[src/rtl/irq_request_collector.sv]
// IF (0xFF0F) request collector: sticky interrupt flags fed by VBlank/STAT edges, timer/serial
// pulses and a debounced joypad, with CPU read/write access and ack clearing from the IRQ stage.
module irq_request_collector #(
  parameter logic [15:0] IF_ADDR  = 16'hFF0F,
  parameter int          SYNC_LEN = 2,
  parameter int          DEBOUNCE = 16
) (
  input  logic        CLK,
  input  logic        nRESET,
  input  logic [15:0] A,
  input  logic [7:0]  D_IN,
  output logic [7:0]  D_OUT,
  output logic        D_OE,
  input  logic        RD,
  input  logic        WR,
  input  logic        VBLANK,
  input  logic        STAT_LINE,
  input  logic        TIMER_REQ,
  input  logic        SERIAL_REQ,
  input  logic [3:0]  JOYP_IN,
  input  logic [7:0]  CPU_IRQ_ACK,
  output logic [7:0]  CPU_IRQ_TRIG
);

  localparam int CW = (DEBOUNCE > 0) ? $clog2(DEBOUNCE + 1) : 1;
  localparam logic [CW-1:0] CNT_LAST = CW'((DEBOUNCE > 0) ? DEBOUNCE - 1 : 0);

  typedef enum logic [1:0] {RELEASED, FILTER, PRESSED} joy_state_t;

  logic [4:0]                if_q;
  logic [4:0]                if_nxt;
  logic [4:0]                set_ev;
  logic                      vblank_prev;
  logic                      stat_prev;
  logic [SYNC_LEN-1:0][3:0]  sync_q;
  logic [3:0]                j;
  logic                      any_low;
  joy_state_t                joy_state;
  logic [CW-1:0]             cnt;
  logic                      joy_req;
  logic                      wr_hit;
  logic                      unused_bits;

  assign unused_bits = ^{D_IN[7:5], CPU_IRQ_ACK[7:5]};

  always_ff @(posedge CLK or negedge nRESET) begin
    if (!nRESET) begin
      sync_q <= '1;
    end else begin
      sync_q[0] <= JOYP_IN;
      for (int i = 1; i < SYNC_LEN; i++) sync_q[i] <= sync_q[i-1];
    end
  end

  assign j       = sync_q[SYNC_LEN-1];
  assign any_low = ~&j;

  // Request is decoded from the FSM flops and the synchronised lines, so it is glitch-free.
  always_comb begin
    joy_req = 1'b0;
    case (joy_state)
      RELEASED: joy_req = any_low && (DEBOUNCE == 0);
      FILTER:   joy_req = any_low && (cnt == CNT_LAST);
      default:  joy_req = 1'b0;
    endcase
  end

  always_ff @(posedge CLK or negedge nRESET) begin
    if (!nRESET) begin
      joy_state <= RELEASED;
      cnt       <= '0;
    end else begin
      case (joy_state)
        RELEASED: begin
          if (any_low) begin
            if (DEBOUNCE == 0) begin
              joy_state <= PRESSED;
            end else begin
              joy_state <= FILTER;
              cnt       <= '0;
            end
          end
        end
        FILTER: begin
          if (!any_low)              joy_state <= RELEASED;
          else if (cnt == CNT_LAST)  joy_state <= PRESSED;
          else                       cnt       <= cnt + 1'b1;
        end
        PRESSED: begin
          if (!any_low) joy_state <= RELEASED;
        end
        default: joy_state <= RELEASED;
      endcase
    end
  end

  assign wr_hit = WR && (A == IF_ADDR);
  assign set_ev = {joy_req, SERIAL_REQ, TIMER_REQ, STAT_LINE & ~stat_prev, VBLANK & ~vblank_prev};

  // Sets are OR-ed last so an event in the same cycle as a write or ack is never lost.
  always_comb begin
    if_nxt = wr_hit ? D_IN[4:0] : if_q;
    if_nxt = if_nxt & ~CPU_IRQ_ACK[4:0];
    if_nxt = if_nxt | set_ev;
  end

  always_ff @(posedge CLK or negedge nRESET) begin
    if (!nRESET) begin
      if_q        <= '0;
      vblank_prev <= 1'b0;
      stat_prev   <= 1'b0;
    end else begin
      if_q        <= if_nxt;
      vblank_prev <= VBLANK;
      stat_prev   <= STAT_LINE;
    end
  end

  assign CPU_IRQ_TRIG = {3'b000, if_q};
  assign D_OUT        = {3'b111, if_q};
  assign D_OE         = RD && (A == IF_ADDR) && nRESET;

endmodule
[config.mk]
export PLATFORM = sky130hd
export DESIGN_NAME = irq_request_collector
export DESIGN_NICKNAME = d
export VERILOG_FILES = /design/src/rtl/irq_request_collector.sv
export SDC_FILE = /design/constraint.sdc
export NUM_CORES = 1
export LEC_CHECK = 0
export CORE_ASPECT_RATIO = 1.5
export CORE_UTILIZATION = 40
export CTS_CLUSTER_SIZE = 24
export DETAILED_ROUTE_END_ITERATION = 10
export PLACE_DENSITY_LB_ADDON = 0.15
export SYNTH_ARGS = -nofsm -noshare
export SYNTH_HDL_FRONTEND = slang
export SYNTH_SLANG_ARGS = --single-unit
[constraint.sdc]
create_clock -name CLK -period 4.8 [get_ports CLK]
set_input_delay 1.2 -clock CLK [delete_from_list [all_inputs] [get_ports CLK]]
set_output_delay 1.2 -clock CLK [all_outputs]
set_load 0.02 [all_outputs]
==> results of run 1 <==
[power groups by stage]
stage	Sequential, mW	Clock (mW)	Combinational [mW]
finish	0.244	0.128	0.152
global route	0.249	0.143	0.173
CTS	0.245	0.133	0.154
detailed placement	0.248	0	0.153
global placement	0.246	0	0.148
floorplan	0.246	0	0.0905
[worst max-delay path, delay by kind of cell]
family / cells / cell delay [ns]
buffers and inverters: 2 / 1.00
and+or+nand+nor: 3 / 1.03
[cell type report]
| type | count | share of cell area (%) |
|---|---|---|
| clock buffer | 4 | 3.408 |
| inverter | 7 | 1.627 |
| multi-input combinational | 68 | 27.19 |
| sequential | 22 | 34.70 |
| timing repair buffer | 49 | 30.21 |
| tap | 37 | 2.866 |
[registers in the layout, indices dropped and copies added, names as in the netlist]
register,cells
cnt,5
if_q,5
j,4
joy_state,2
stat_prev,1
sync_q,4
vblank_prev,1
[cells in the mapped netlist, drive strengths merged (3+ instances only)]
cell type,count
o311ai,3
buf,13
nand3b,3
inv,7
dfstp,8
nand2b,3
nand4,3
dfrtp,14
nand2,12
nor2,5
[logic make-up after synthesis]
family / after synthesis / share of synthesized area (%)
flip-flops: 22 / 50.39
AND/OR/NAND/NOR: 42 / 22.16
AO/OA/AOI/OAI: 17 / 12.15
other: 2 / 0.6752
buffers and inverters: 21 / 11.47
multiplexers: 1 / 0.8999
adder cells (fa/ha/maj): 2 / 2.249
[layer usage]
metal | share of wire, % | vias up | routed length [um]
met5 | 0 | - | 0
met4 | 1.7 | 0 | 39
met3 | 6.6 | 4 | 149
met2 | 56 | 37 | 1265
met1 | 36 | 441 | 820
li1 | - | 455 | -
[through the flow]
stage,total power [mW],hold WS (ns),utilization (%)
global route,0.5648,0.3609,61.01
global placement,0.3938,0.3455,58.93
detailed placement,0.4009,0.3482,58.93
CTS,0.5313,0.3589,61.01
finish,0.5245,0.3580,61.01
floorplan,0.3367,0.3452,-
[worst max-delay path by stage]
stage,end,slack [ns],from
2_1_floorplan,D_OE,1.32,A[4]
3_3_place_gp,D_OE,0.37,A[4]
3_5_place_dp,D_OE,0.36,A[8]
4_1_cts,D_OE,0.35,A[8]
5_1_grt,D_OE,0.20,A[8]
6_report,D_OE,0.36,A[4]
==> flow_summary.ini, run 1 <==
[grt]
gr-usage-all-layers_pct = 17.49
grt_use_met1_pct = 17.70
grtUsageMet3_pct = 3.523
grt_pass1_wl_um = 3788
grt_max_degree = 23
overflow = 0
gr-usage-met2_pct = 32.61
grt_pass1_vias = 925
top_usage_layer = met2
antenna_found_initial = 0

[die]
core_sq_um = 2648
dieArea_sq_um = 3000
die-width_um = 45.06
chipHeight_um = 66.59
start_util_pct = 42.01
pin_count = 61
rows = 23

[route]
vias = 937
routedWlPerCell_um = 12.16
finalWirelength_um = 2274
drt_first_pass_iters = 4
drtAntennaViolNets = 0
avgViaCountPerCell = 5.011
drt-initial-drc-count = 13
drc_errors = 0

[finish]
seq_area_sq_um = 560.5
layout_commonest_cell = clkdlybuf4s50_1
area_growth_pct = 45.22
diodes = 0
fill_cells = 228
drive_above_1_share_pct = 11.33
multi_input_area_sq_um = 439.2
final_nets = 197
final_cells = 187
final_area_sq_um = 1615
mostFrequentLayoutCells = clkdlybuf4s50_1, dfrtp_1, nand2_1, dfstp_2, inv_1

[synth]
syn_inst = 107
syn_area_per_cell_sq_um = 10.40
ys.flop_type = dfrtp_1
synth_area_leaders = dfrtp_1, dfstp_2, buf_4
netlist-cell-type-count = 36
ys_warn_count = 0
netlist_area_sq_um = 1112
synth_top_cell_area_share_pct = 31.50
synth_top_cell_by_area = dfrtp_1
synth_edf_count = 0
yosys_register_bits = 22
yosysSeqAreaShare_pct = 50.39
synthArstFlopShare_pct = 100.0

[clocking]
cts_root_buffer = clkbuf_8
clock_latency_ns = 0.26
cts_max_level = 1
numCtsBuffers = 3
postCtsSetupBuffers = 0
cts_tree = done
cts_resized = 0
clock_sinks = 22
clock_path_buffers = 2
clk_pin_slew_ns = 0.07
cts_hold_buffers = 0

[sta]
max_freq_ghz = 0.2255
finClkSkew_ns = 0.002514
period_share_pct = 92.40
setup_viol = 0
setup_slack_ns = 0.3646
grt_setup_unrepaired = no
hold_viol = 0
finalCriticalPeriod_ns = 4.435
finalMaxSlewViolations = 0
setup_tns_ns = 0

[setup_path]
cpPeakStageDelay_ns = 0.66
crit_required_ns = 3.60
rr_worst_depth = 7
cp_common_cell = clkdlybuf4s50_1
rrSetupSlack_ns = 3.11
worstReg2RegEnd = cnt[3]
cp-start-kind = primary input
rr_startpoint = cnt[0]
slowest_stage = or4b_2
cp-end-kind = primary output
cp_max_fo = 2
worst_ep_arrival_time_ns = 3.24
critPathKind = primary input to primary output
path_cells = clkdlybuf4s50_1 -> or4b_2 -> nor4_1 -> and3_1 -> clkdlybuf4s50_1

[power_and_ir_drop]
switching_power_mw = 0.1491
p_int_mw = 0.3754
swShare_pct = 28.43
clockPowerShare_pct = 24.5
p_leak_nw = 0.6766
combPwrFrac_pct = 29.0
vdd_ir_drop_max_v = 0.0001804
p_per_area_nw_per_um2 = 324.7
seq_power_share_pct = 46.5

[hold_path]
hp-class = flip-flop to flip-flop
hold_start = sync_q[1]
whs_path_depth = 0
min_to = j[1]

[outcome]
outcome = finished clean

[placement]
placed_area_sq_um = 1560
dp_hpwl_um = 1894
placedCellCount = 183
numPortBuffers = 48
dp_worst_setup_slack_ns = 0.3645
gp_congestion = 0.8027

[job]
maxCapViolations = 0
Note: power is estimated with default switching activity, not from simulation.
==> run 2, diff against run 1 <==
- clock period: 4.8 -> 5.2 ns (I/O delays scaled with it)
==> flow_summary.ini, run 2 (same netlist as run 1, synthesis figures left out) <==
[sta]
finClkSkew_ns = 0.003127
finalCriticalPeriod_ns = 4.639
grt_setup_unrepaired = no
period_share_pct = 89.21
setup_viol = 0
max_freq_ghz = 0.2156
finalMaxSlewViolations = 0
hold_viol = 0
setup_tns_ns = 0

[grt]
gr-usage-all-layers_pct = 18.54
antenna_found_initial = 0
overflow = 0
grt_max_degree = 23
grt_pass1_wl_um = 3967
grt_pass1_vias = 990

[setup_path]
rrSetupSlack_ns = 3.51
crit_required_ns = 3.90
cp_max_fo = 2
worstReg2RegEnd = cnt[0]
rr_startpoint = cnt[0]
cp-end-kind = primary output
cp-start-kind = primary input
worst_ep_arrival_time_ns = 3.34
critPathKind = primary input to primary output
rr_worst_depth = 8

[route]
avgViaCountPerCell = 5.112
drt-initial-drc-count = 10
drt_first_pass_iters = 4
finalWirelength_um = 2453
drc_errors = 0
routedWlPerCell_um = 13.12
drtAntennaViolNets = 0
vias = 956

[hold_path]
min_to = j[1]
hp-class = flip-flop to flip-flop
hold_start = sync_q[1]
whs_path_depth = 0

[clocking]
numCtsBuffers = 3
clock_path_buffers = 2
cts_root_buffer = clkbuf_8
clk_pin_slew_ns = 0.07
clock_sinks = 22
clock_latency_ns = 0.26
cts_max_level = 1
postCtsSetupBuffers = 0
cts_hold_buffers = 0
cts_resized = 0
cts_tree = done

[finish]
diodes = 0
drive_above_1_share_pct = 11.33
seq_area_sq_um = 560.5
area_growth_pct = 46.68
final_cells = 187
multi_input_area_sq_um = 439.2
mostFrequentLayoutCells = clkdlybuf4s50_1, dfrtp_1, nand2_1, dfstp_2, inv_1
layout_commonest_cell = clkdlybuf4s50_1
final_nets = 197
fill_cells = 242
largestRegisters = cnt: 5 flops, if_q: 5 flops

[die]
start_util_pct = 42.01
rows = 23
dieArea_sq_um = 3000
core_sq_um = 2648
chipHeight_um = 66.59
pin_count = 61
die-width_um = 45.06

[placement]
numPortBuffers = 48
gp_congestion = 0.8039
placedCellCount = 183
dp_hpwl_um = 2056

[power_and_ir_drop]
p_int_mw = 0.3819
p_per_area_nw_per_um2 = 320.9
p_leak_nw = 0.6835
clockPowerShare_pct = 29.9
vdd_ir_drop_max_v = 0.0001947
seq_power_share_pct = 43.2
switching_power_mw = 0.1417
swShare_pct = 27.06
combPwrFrac_pct = 26.8

[job]
maxCapViolations = 0

[outcome]
outcome = finished clean
-- run 2: changes by cell type in the layout (fill, tap and decap cells not counted), sizes merged --
cell,previous run,this run
bufinv,0,1
clkbuf,4,3
-- run 2: worst max path at each step --
| stage | slack [ns] | cells after the start | endpoint | start |
|---|---|---|---|---|
| floorplan | 1.52 | 3 | D_OE | A[4] |
| global placement | 0.56 | 5 | D_OE | A[4] |
| detailed placement | 0.56 | 5 | D_OE | A[4] |
| CTS | 0.55 | 5 | D_OE | A[4] |
| global route | 0.41 | 5 | D_OE | A[4] |
| finish | 0.56 | 5 | D_OE | A[4] |
-- run 2: cell type report --
cell class,count,share of cell area [%]
sequential,22,34.36
timing repair buffer,49,29.91
multi-input combinational,68,26.92
tap,37,2.837
clock buffer,3,2.531
clock inverter,1,1.840
inverter,7,1.610
-- run 2: power groups by stage --
stage,clock network (mW),logic (mW),registers [mW]
6_report,0.157,0.141,0.226
4_1_cts,0.160,0.142,0.227
5_1_grt,0.167,0.159,0.230
2_1_floorplan,0,0.0836,0.227
3_3_place_gp,0,0.137,0.227
3_5_place_dp,0,0.142,0.230
-- run 2: critical path: stages --
cell and delay, ns:
clkdlybuf4s50_1 0.42, or4b_2 0.66, nor4_1 0.18, and3_1 0.18, clkdlybuf4s50_1 0.60
-- run 2: layer usage --
layer,global-route usage (%),up-vias,wire [um]
met4,9.470,0,51
met3,2.981,5,120
met1,17.70,455,834
li1,-,456,-
met5,0,-,0
met2,35.69,40,1447
-- run 2: per-stage QoR --
step	hold slack (ns)	instance area (sq um)	worst slack [ns]	utilization (%)	power [mW]
2_1_floorplan	0.3452	1127	1.518	-	0.3108
3_3_place_gp	0.3455	1560	0.5598	58.93	0.3634
3_5_place_dp	0.3488	1560	0.5608	58.93	0.3718
4_1_cts	0.3603	1632	0.5541	61.63	0.5292
5_1_grt	0.3661	1632	0.4125	61.63	0.5561
6_report	0.3591	1632	0.5612	61.63	0.5236
==> run 3, diff against run 2 <==
- PLACE_DENSITY: default -> 0.84
- PLACE_DENSITY_LB_ADDON: 0.15 -> default
==> flow_summary.ini, run 3 (same netlist as run 1, synthesis figures left out) <==
[clocking]
cts_tree = done
clk_pin_slew_ns = 0.07
clock_latency_ns = 0.26
cts_max_level = 1
cts_resized = 0
postCtsSetupBuffers = 0
cts_hold_buffers = 0
cts_root_buffer = clkbuf_8
clock_sinks = 22
numCtsBuffers = 3
clock_path_buffers = 2

[setup_path]
crit_family = buffers and inverters
worst_ep_arrival_time_ns = 3.34
critPathKind = primary input to primary output
cp_common_cell = clkdlybuf4s50_1
crit_required_ns = 3.90
rr_startpoint = cnt[0]
cpPeakStageDelay_ns = 0.67
cp-end-kind = primary output
worstSetupStartpoint = A[4]
worst-path-buf-inv = 2
slowest_stage = or4b_2
cp-start-kind = primary input
path_cells = clkdlybuf4s50_1 -> or4b_2 -> nor4_1 -> and3_1 -> clkdlybuf4s50_1
cp_max_fo = 2

[sta]
finalMaxSlewViolations = 0
finClkSkew_ns = 0.004605
finalCriticalPeriod_ns = 4.636
max_freq_ghz = 0.2157
hold_viol = 0
period_share_pct = 89.15
setup_viol = 0
setup_tns_ns = 0
grt_setup_unrepaired = no

[finish]
drive_above_1_share_pct = 11.33
fill_cells = 224
final_cells = 187
final_area_sq_um = 1615
final_nets = 197
area_growth_pct = 45.22
layout_commonest_cell = clkdlybuf4s50_1
largestRegisters = cnt: 5 flops, if_q: 5 flops
mostFrequentLayoutCells = clkdlybuf4s50_1, dfrtp_1, nand2_1, dfstp_2, inv_1
diodes = 0

[grt]
gr-usage-all-layers_pct = 18.68
grt_pass1_wl_um = 4077
grt_pass1_vias = 969
overflow = 0
antenna_found_initial = 0
grt_max_degree = 23

[power_and_ir_drop]
p_leak_nw = 0.6766
vdd_ir_drop_max_v = 0.0001357
p_per_area_nw_per_um2 = 306.3

[die]
pin_count = 61
die-width_um = 45.06
chipHeight_um = 66.59
rows = 23
core_sq_um = 2648
start_util_pct = 42.01
dieArea_sq_um = 3000

[route]
drtAntennaViolNets = 0
drt-initial-drc-count = 18
drc_errors = 0
avgViaCountPerCell = 5.235
vias = 979
finalWirelength_um = 2557
drt_first_pass_iters = 4
routedWlPerCell_um = 13.67

[hold_path]
hp-class = flip-flop to flip-flop
hold_start = sync_q[3]

[placement]
dp_hpwl_um = 2115
numPortBuffers = 48
placedCellCount = 183
gp_congestion = 0.8228
placed_area_sq_um = 1560

[job]
maxCapViolations = 0

[outcome]
outcome = finished clean
## run 3: cell count changes in the layout (fill, tap and decap cells not counted), sizes merged
cell / delta
bufinv: -1
clkbuf: +1
## run 3: report_power, final
group | switching [mW] | internal, mW
registers | 0.0254 | 0.202
logic | 0.0672 | 0.0783
clock network | 0.0540 | 0.0675
total | 0.147 | 0.348
## run 3: stage by stage
step	power, mW	util [%]	worst slack [ns]	hold WS, ns
floorplan	0.3108	-	1.518	0.3452
global placement	0.3612	58.93	0.5946	0.3455
detailed placement	0.3766	58.93	0.5675	0.3468
CTS	0.4987	61.01	0.5685	0.3579
global route	0.5206	61.01	0.4861	0.3612
finish	0.4948	61.01	0.5644	0.3568
## run 3: layer usage
layer | share of wire (%) | wire, um | track usage, % | vias to the layer above
li1 | - | - | - | 456
met1 | 35 | 901 | 19.00 | 467
met2 | 56 | 1435 | 35.33 | 47
met3 | 5.9 | 152 | 2.439 | 9
met4 | 2.7 | 68 | 9.091 | 0
met5 | 0 | 0 | 0 | -
## run 3: worst paths after layout
check / endpoint / slack (ns) / cells past startpoint
hold / removal: j[3] / 0.36 / 0
min in group asynchronous: joy_state[0] / 1.49 / 2
hold reg to reg: j[3] / 0.36 / 0
max in group asynchronous: j[1] / 3.44 / 2
setup reg to reg: cnt[3] / 3.48 / 7
setup / recovery: D_OE / 0.56 / 5
## run 3: final cells by class
class,count,area [sq um],area share [%]
tap,37,46.29,2.866
timing repair buffer,49,488.0,30.21
sequential,22,560.5,34.70
inverter,7,26.28,1.627
multi-input combinational,68,439.2,27.19
clock buffer,4,55.05,3.408
